==> src/rtl/id_ex_stage.sv <==
// ID/EX pipeline register for the five-stage RV32I core. It captures decoded
// control and operand fields, inserts bubbles on load-use hazards or branch
// flushes, and raises the stall request that freezes the PC and IF/ID.
module id_ex_stage #(
    parameter int unsigned XLEN  = 32,
    parameter int unsigned CNT_W = 16
) (
    input  logic             clk,
    input  logic             rst_n,
    input  logic             hold,
    input  logic             flush,
    input  logic [7:0]       id_ctrl,
    input  logic             id_valid,
    input  logic [XLEN-1:0]  id_pc,
    input  logic [XLEN-1:0]  id_rs1_data,
    input  logic [XLEN-1:0]  id_rs2_data,
    input  logic [XLEN-1:0]  id_imm,
    input  logic [4:0]       id_rs1,
    input  logic [4:0]       id_rs2,
    input  logic [4:0]       id_rd,
    input  logic [2:0]       id_funct3,
    input  logic             id_funct7b5,
    output logic [7:0]       ex_ctrl,
    output logic             ex_valid,
    output logic [XLEN-1:0]  ex_pc,
    output logic [XLEN-1:0]  ex_rs1_data,
    output logic [XLEN-1:0]  ex_rs2_data,
    output logic [XLEN-1:0]  ex_imm,
    output logic [4:0]       ex_rs1,
    output logic [4:0]       ex_rs2,
    output logic [4:0]       ex_rd,
    output logic [2:0]       ex_funct3,
    output logic             ex_funct7b5,
    output logic             stall,
    output logic [CNT_W-1:0] bubble_cnt
);

    // Bit positions in the control byte {ALUSrc, MemtoReg, RegWrite, MemRead,
    // MemWrite, Branch, ALUOp1, ALUOp0}.
    localparam int unsigned CtrlAluSrc   = 7;
    localparam int unsigned CtrlMemRead  = 4;
    localparam int unsigned CtrlMemWrite = 3;

    logic uses_rs2;
    logic ex_is_load;
    logic rd_match;
    logic hazard;
    logic bubble;

    // Stores read rs2 as the store data even though ALUSrc selects the immediate.
    assign uses_rs2   = ~id_ctrl[CtrlAluSrc] | id_ctrl[CtrlMemWrite];
    assign ex_is_load = ex_valid & ex_ctrl[CtrlMemRead] & (ex_rd != 5'd0);
    assign rd_match   = (ex_rd == id_rs1) | (uses_rs2 & (ex_rd == id_rs2));
    assign hazard     = ex_is_load & id_valid & rd_match;

    // A flushed ID instruction is never re-presented, so it must not stall.
    assign stall  = hazard & ~flush;
    assign bubble = flush | hazard;

    // Pipeline register: hold freezes, otherwise bubble or capture.
    always_ff @(posedge clk or negedge rst_n) begin
        if (!rst_n) begin
            ex_ctrl     <= 8'h00;
            ex_valid    <= 1'b0;
            ex_pc       <= '0;
            ex_rs1_data <= '0;
            ex_rs2_data <= '0;
            ex_imm      <= '0;
            ex_rs1      <= 5'd0;
            ex_rs2      <= 5'd0;
            ex_rd       <= 5'd0;
            ex_funct3   <= 3'd0;
            ex_funct7b5 <= 1'b0;
        end else if (!hold) begin
            if (bubble) begin
                // Only the fields that can trigger side effects are cleared.
                ex_ctrl  <= 8'h00;
                ex_valid <= 1'b0;
                ex_rd    <= 5'd0;
            end else begin
                ex_ctrl     <= id_valid ? id_ctrl : 8'h00;
                ex_valid    <= id_valid;
                ex_pc       <= id_pc;
                ex_rs1_data <= id_rs1_data;
                ex_rs2_data <= id_rs2_data;
                ex_imm      <= id_imm;
                ex_rs1      <= id_rs1;
                ex_rs2      <= id_rs2;
                ex_rd       <= id_rd;
                ex_funct3   <= id_funct3;
                ex_funct7b5 <= id_funct7b5;
            end
        end
    end

    // Saturating count of inserted bubbles.
    always_ff @(posedge clk or negedge rst_n) begin
        if (!rst_n) begin
            bubble_cnt <= '0;
        end else if (!hold && bubble && (bubble_cnt != {CNT_W{1'b1}})) begin
            bubble_cnt <= bubble_cnt + 1'b1;
        end
    end

endmodule

==> config.mk <==
export PLATFORM = sky130hd
export DESIGN_NAME = id_ex_stage
export DESIGN_NICKNAME = d
export VERILOG_FILES = /design/src/rtl/id_ex_stage.sv
export SDC_FILE = /design/constraint.sdc
export NUM_CORES = 1
export LEC_CHECK = 0
export ABC_AREA = 1
export ABC_CLOCK_PERIOD_IN_PS = 3200
export BUFFER_PORTS_ARGS = -buffer_cell sky130_fd_sc_hd__buf_2
export CAP_MARGIN = 0
export CORE_ASPECT_RATIO = 0.6
export CORE_MARGIN = 3
export CORE_UTILIZATION = 51
export DETAILED_ROUTE_END_ITERATION = 8
export HOLD_SLACK_MARGIN = 0.03
export PLACE_DENSITY = 0.91
export SLEW_MARGIN = 30
export SYNTH_ARGS = -nofsm -noshare
export SYNTH_HDL_FRONTEND = slang
export SYNTH_SLANG_ARGS = --single-unit
==> constraint.sdc <==
create_clock -name clk -period 3.2 [get_ports clk]
set_input_delay 0.48 -clock clk [delete_from_list [all_inputs] [get_ports clk]]
set_output_delay 0.48 -clock clk [all_outputs]
set_load 0.05 [all_outputs]
Word level (Yosys, flattened, before mapping)
Cells that the tools add are included.

storage, ports and cells
  bits in registers = 172
  input bits = 160
  output and inout port bits = 173
  logic and storage cells = 38

operators by class
  add/sub/neg operators = 1
  equality and inequality tests = 3
  mux-type cells = 4
  bitwise gates (word level) = 13
  reductions and logical operators = 5

operators by type and width
  cell                                            number
  adder 16 x 1 -> 16 bit (second input constant)  1
  two-way mux 8 bit                               2
  != test 16 bit (second input constant)          1
  equality test 5 bit                             2
  bitwise AND 1 bit                               6
  two-way mux 5 bit                               1
  nonzero test 5 bit                              1
  NOT 1 bit                                       4
  OR 1 bit                                        3
  logical AND 1 bit                               2
  AND reduction 2 bit                             1
  logical NOT 1 bit                               1
  two-way mux 1 bit                               1

Depth between registers and ports, before layout
  word-level depth = 8
  gate-level depth with buffers = 13
  mapped depth without buffers = 11

Least setup slack after synthesis
Ideal clock, no wire load.

  kind = reg2out
  start = reg ex_rd[4]
  end = out stall
  arrival = 1.807 ns
  data required time = 2.720 ns
  slack = 0.913 ns
  stages on the path, launching flop included = 9
  path buffers = 0
  cell sequence = dfrtp_1 -> inv_2 -> nand2_1 -> nand2_1 -> nor2_1 -> nand3_1 -> nand2_1 -> nand2_1 -> nor2_1

between the ends
  longest elaborated chain between the ends = 5
  elaborated cells on any way between the ends = 9
  classes of those cells = eq/ne: 2; bitwise: 6; reduce/logical: 1

ends and longest elaborated chain
  element                                                           RTL line  text
  start, declared                                                   31        output logic [4:0] ex_rd,
  start signal, assigned                                            89        ex_rd <= id_rd;
  equality test 5 bit / nonzero test 5 bit (equally long branches)  53, 52
  bitwise AND 1 bit (on tied branches)                              53, 52
  OR 1 bit / bitwise AND 1 bit (equally long branches)              53, 54
  bitwise AND 1 bit (*)                                             54        assign hazard = ex_is_load & id_valid & rd_match;
  bitwise AND 1 bit (*)                                             57        assign stall = hazard & ~flush;
  end, declared                                                     34        output logic stall,

Mark *: on every way between the ends. The rest lies on a longest branch, timed or not.

Worst setup path after layout
  start = reg ex_rd[3]
  end = out stall

The elaborated chain is that of the path after synthesis.

==> flow_metrics.tcl <==
set metrics [dict create \
    slowest_stage "dfrtp_1" \
    syn_nets 1026 \
    path_cells "inv_2 > nand2_1 > nand2_1 > nor2_1 > nand3_1 > nand2_1 > nand2_1 > nor2_1 > buf_2" \
    cts_tree "yes" \
    clk_pin_slew_ps 70 \
    portBuffers 332 \
    yosysTopAreaCell "dfrtp_1" \
    pwr-share-clk_pct 34.6 \
    cts_made_buffers 17 \
    antenna_left 0 \
    ys_types 23 \
    grt_max_degree 108 \
    yosys_warnings 0 \
    seq_power_share_pct 38.8 \
    grt_remaining_overflow 0 \
    viasPerCell 4.79 \
    hold_viol_final 0 \
    power.density_nw_per_um2 683 \
    synth_top_area_share_pct 58.5 \
    cts_setup_buffers 0 \
    min_period_over_period_pct 72.3 \
    power.switching_w 0.00242 \
    synth-seq-area-share_pct 58.5 \
    syn_area_um2 7360 \
    met1_length_um 8240 \
    avgRoutedWirePerCell_um 14.5 \
    grt_pass1_wl_um 31700 \
    nets 1344 \
    place_ws_ps 832 \
    slew_headroom_pct 60.9 \
    maxCapViolations 0 \
    pwr-share-comb_pct 26.6 \
    clkLatencyLatePin_ps 410 \
    ys_seq_elements 172 \
    grt_pass1_vias 6393 \
    root_buffer "clkbuf_16" \
    cp_common_cell "nand2_1" \
    cp.required_ps 2720 \
    fin_ws_ps 886 \
    diodes 0 \
    route.met2.wl_um 9790 \
    dp_hpwl_um 15100 \
    tightest_slew_ps 586 \
    cp.arrival_ps 1830 \
    ir_drop_v 0.000334 \
    die_height_um 99.1 \
    cts_buffer_depth 2 \
    synthesis.instances 865 \
    route.met3.wl_um 1620 \
    ctsHtreeMaxLevel 4 \
    post_cts_resized 0 \
    cts.sinks 172 \
    start_util_pct 53.0 \
    place_congestion 0.895 \
    die_w_um 161 \
    wl_um 20100 \
    setup_viol 0 \
    max_freq_ghz 0.432 \
    end_kind "output port" \
    num_vias 6648 \
    worst-path-max-fanout 5 \
    synthTopCellsByArea "dfrtp_1 (58%), nand2_1 (13%), inv_1 (8.3%)" \
    drc 0 \
    syn_to_final_growth_pct 33.0 \
    first_pass_iters 5 \
    post-route-min-period_ps 2310 \
    rsz0062_at_grt "no" \
    drtIter0Drc 476 \
    status "completed" \
    holdCritPathClass "input port to flip-flop" \
    avgSynthCellArea_um2 8.51 \
    tns_ps 0 \
    grtUsageTotal_pct 24.9 \
    cpPeakStageDelay_ps 440 \
    p_int_w 0.00426 \
    crit_type "flip-flop to output port" \
    whs_path_depth 3 \
    die_area_um2 16000 \
    cp-start-kind "flip-flop" \
    slew_violations 0 \
    cts_hold_buf 1 \
    topRoutingLayerUsed "met4" \
    swShare_pct 36.3 \
    leakage_nw 5.84 \
    rows 33 \
    drive_gt1_share_pct 31.6 \
    antenna_found_initial 0 \
    r2r_cells 8 \
    core_um2 13900 \
    io_pins 333 \
    skew_ps 12.7 \
]
==> per-layer routing <==
layer  track usage, %  vias up
li1                 -     3263
met1             32.0     3100
met2             41.3      254
met3             7.31       31
met4             7.73        0
met5                0        -
==> through the flow <==
stage | hold slack (ps) | cells | power [W] | cell area [µm²] | utilization, %
detailed placement | 355 | 1355 | 0.00442 | 9110 | 65.7
global route | 286 | 1387 | 0.00697 | 9790 | 70.5
CTS | 276 | 1387 | 0.00674 | 9790 | 70.5
floorplan | 184 | 865 | 0.00388 | 7360 | -
global placement | 354 | 1355 | 0.00437 | 9110 | 65.7
finish | 294 | 1387 | 0.00669 | 9790 | 70.5
==> final timing paths <==
path / startpoint / endpoint / slack, ps
setup / recovery: ex_rd[3] / stall / 890
hold / removal: id_rs2_data[13] / ex_rs2_data[13] / 290
setup reg to reg: bubble_cnt[0] / bubble_cnt[8] / 910
hold reg to reg: ex_imm[28] / ex_imm[28] / 480
max in group asynchronous: rst_n / ex_rs1_data[1] / 1830
min in group asynchronous: rst_n / ex_imm[8] / 510
==> cell usage after synthesis <==
cell type,instances
buf_2,13
inv_2,5
o22ai_1,5
buf_6,10
nand4_1,20
ha_1,1
nor3_1,2
xor2_1,8
nand4_2,1
inv_1,163
dfrtp_1,172
nand3_2,1
clkinv_1,1
and2_1,1
clkbuf_1,14
buf_8,1
buf_4,4
nor2_1,32
nand3_1,13
xnor2_1,2
o21ai_0,113
nand2_1,253
o21ai_1,30
==> sequential cells by signal (all words and copies together), names as in the netlist <==
signal and flops:
ex_funct7b5 1, ex_ctrl 8, ex_rs1 5, ex_rs2 5
ex_pc 32, ex_valid 1, ex_rs1_data 32, ex_funct3 3
bubble_cnt 16, ex_imm 32, ex_rd 5, ex_rs2_data 32
==> cell families (layout without fill, tap and decap cells) <==
kind of cell / Yosys count / after routing / share of synthesized area, %
adder cells (fa/ha/maj): 1 / 1 / 0.170
AO/OA/AOI/OAI: 148 / 148 / 10.1
AND/OR/NAND/NOR: 323 / 323 / 17.6
XOR/XNOR: 10 / 10 / 1.19
flip-flops: 172 / 172 / 58.5
buffers and inverters: 211 / 541 / 12.4
==> placed cells by master, fill, tap and decap left out, types with 2 or more instances in the layout <==
master     count
clkbuf_16     17
nand4_1       20
o21ai_1       30
o21ai_0      113
inv_1        163
buf_4          4
nand3_1       13
xnor2_1        2
nor2_1        32
buf_12         4
inv_8          3
inv_6          3
inv_2          5
bufinv_16      5
dfrtp_1      172
buf_2        331
o22ai_1        5
xor2_1         8
nor3_1         2
nand2_1      253
==> worst max-delay path, delay by kind of cell, from the launching register on <==
family	cells	cell delay, ps
AND/OR/NAND/NOR	7	640
flip-flops	1	440
buffers and inverters	2	340
==> power by group through the flow <==
stage | sequential (W) | clock (W) | combinational (W)
after global placement | 0.00262 | 0 | 0.00175
after CTS | 0.00260 | 0.00235 | 0.00179
after global routing | 0.00263 | 0.00245 | 0.00189
after detailed placement | 0.00263 | 0 | 0.00179
after floorplan | 0.00354 | 0 | 0.000336
final | 0.00260 | 0.00231 | 0.00178
==> cell type report <==
cell class | instances | area (µm²)
clock inverters | 13 | 226
inverters | 169 | 634
multi-input cells | 482 | 2150
well taps | 192 | 240
repair buffers | 341 | 1790
clock buffers | 18 | 439
flip-flops and latches | 172 | 4300
fillers | 1116 | 4090
Note: power is estimated with default switching activity, not from simulation.
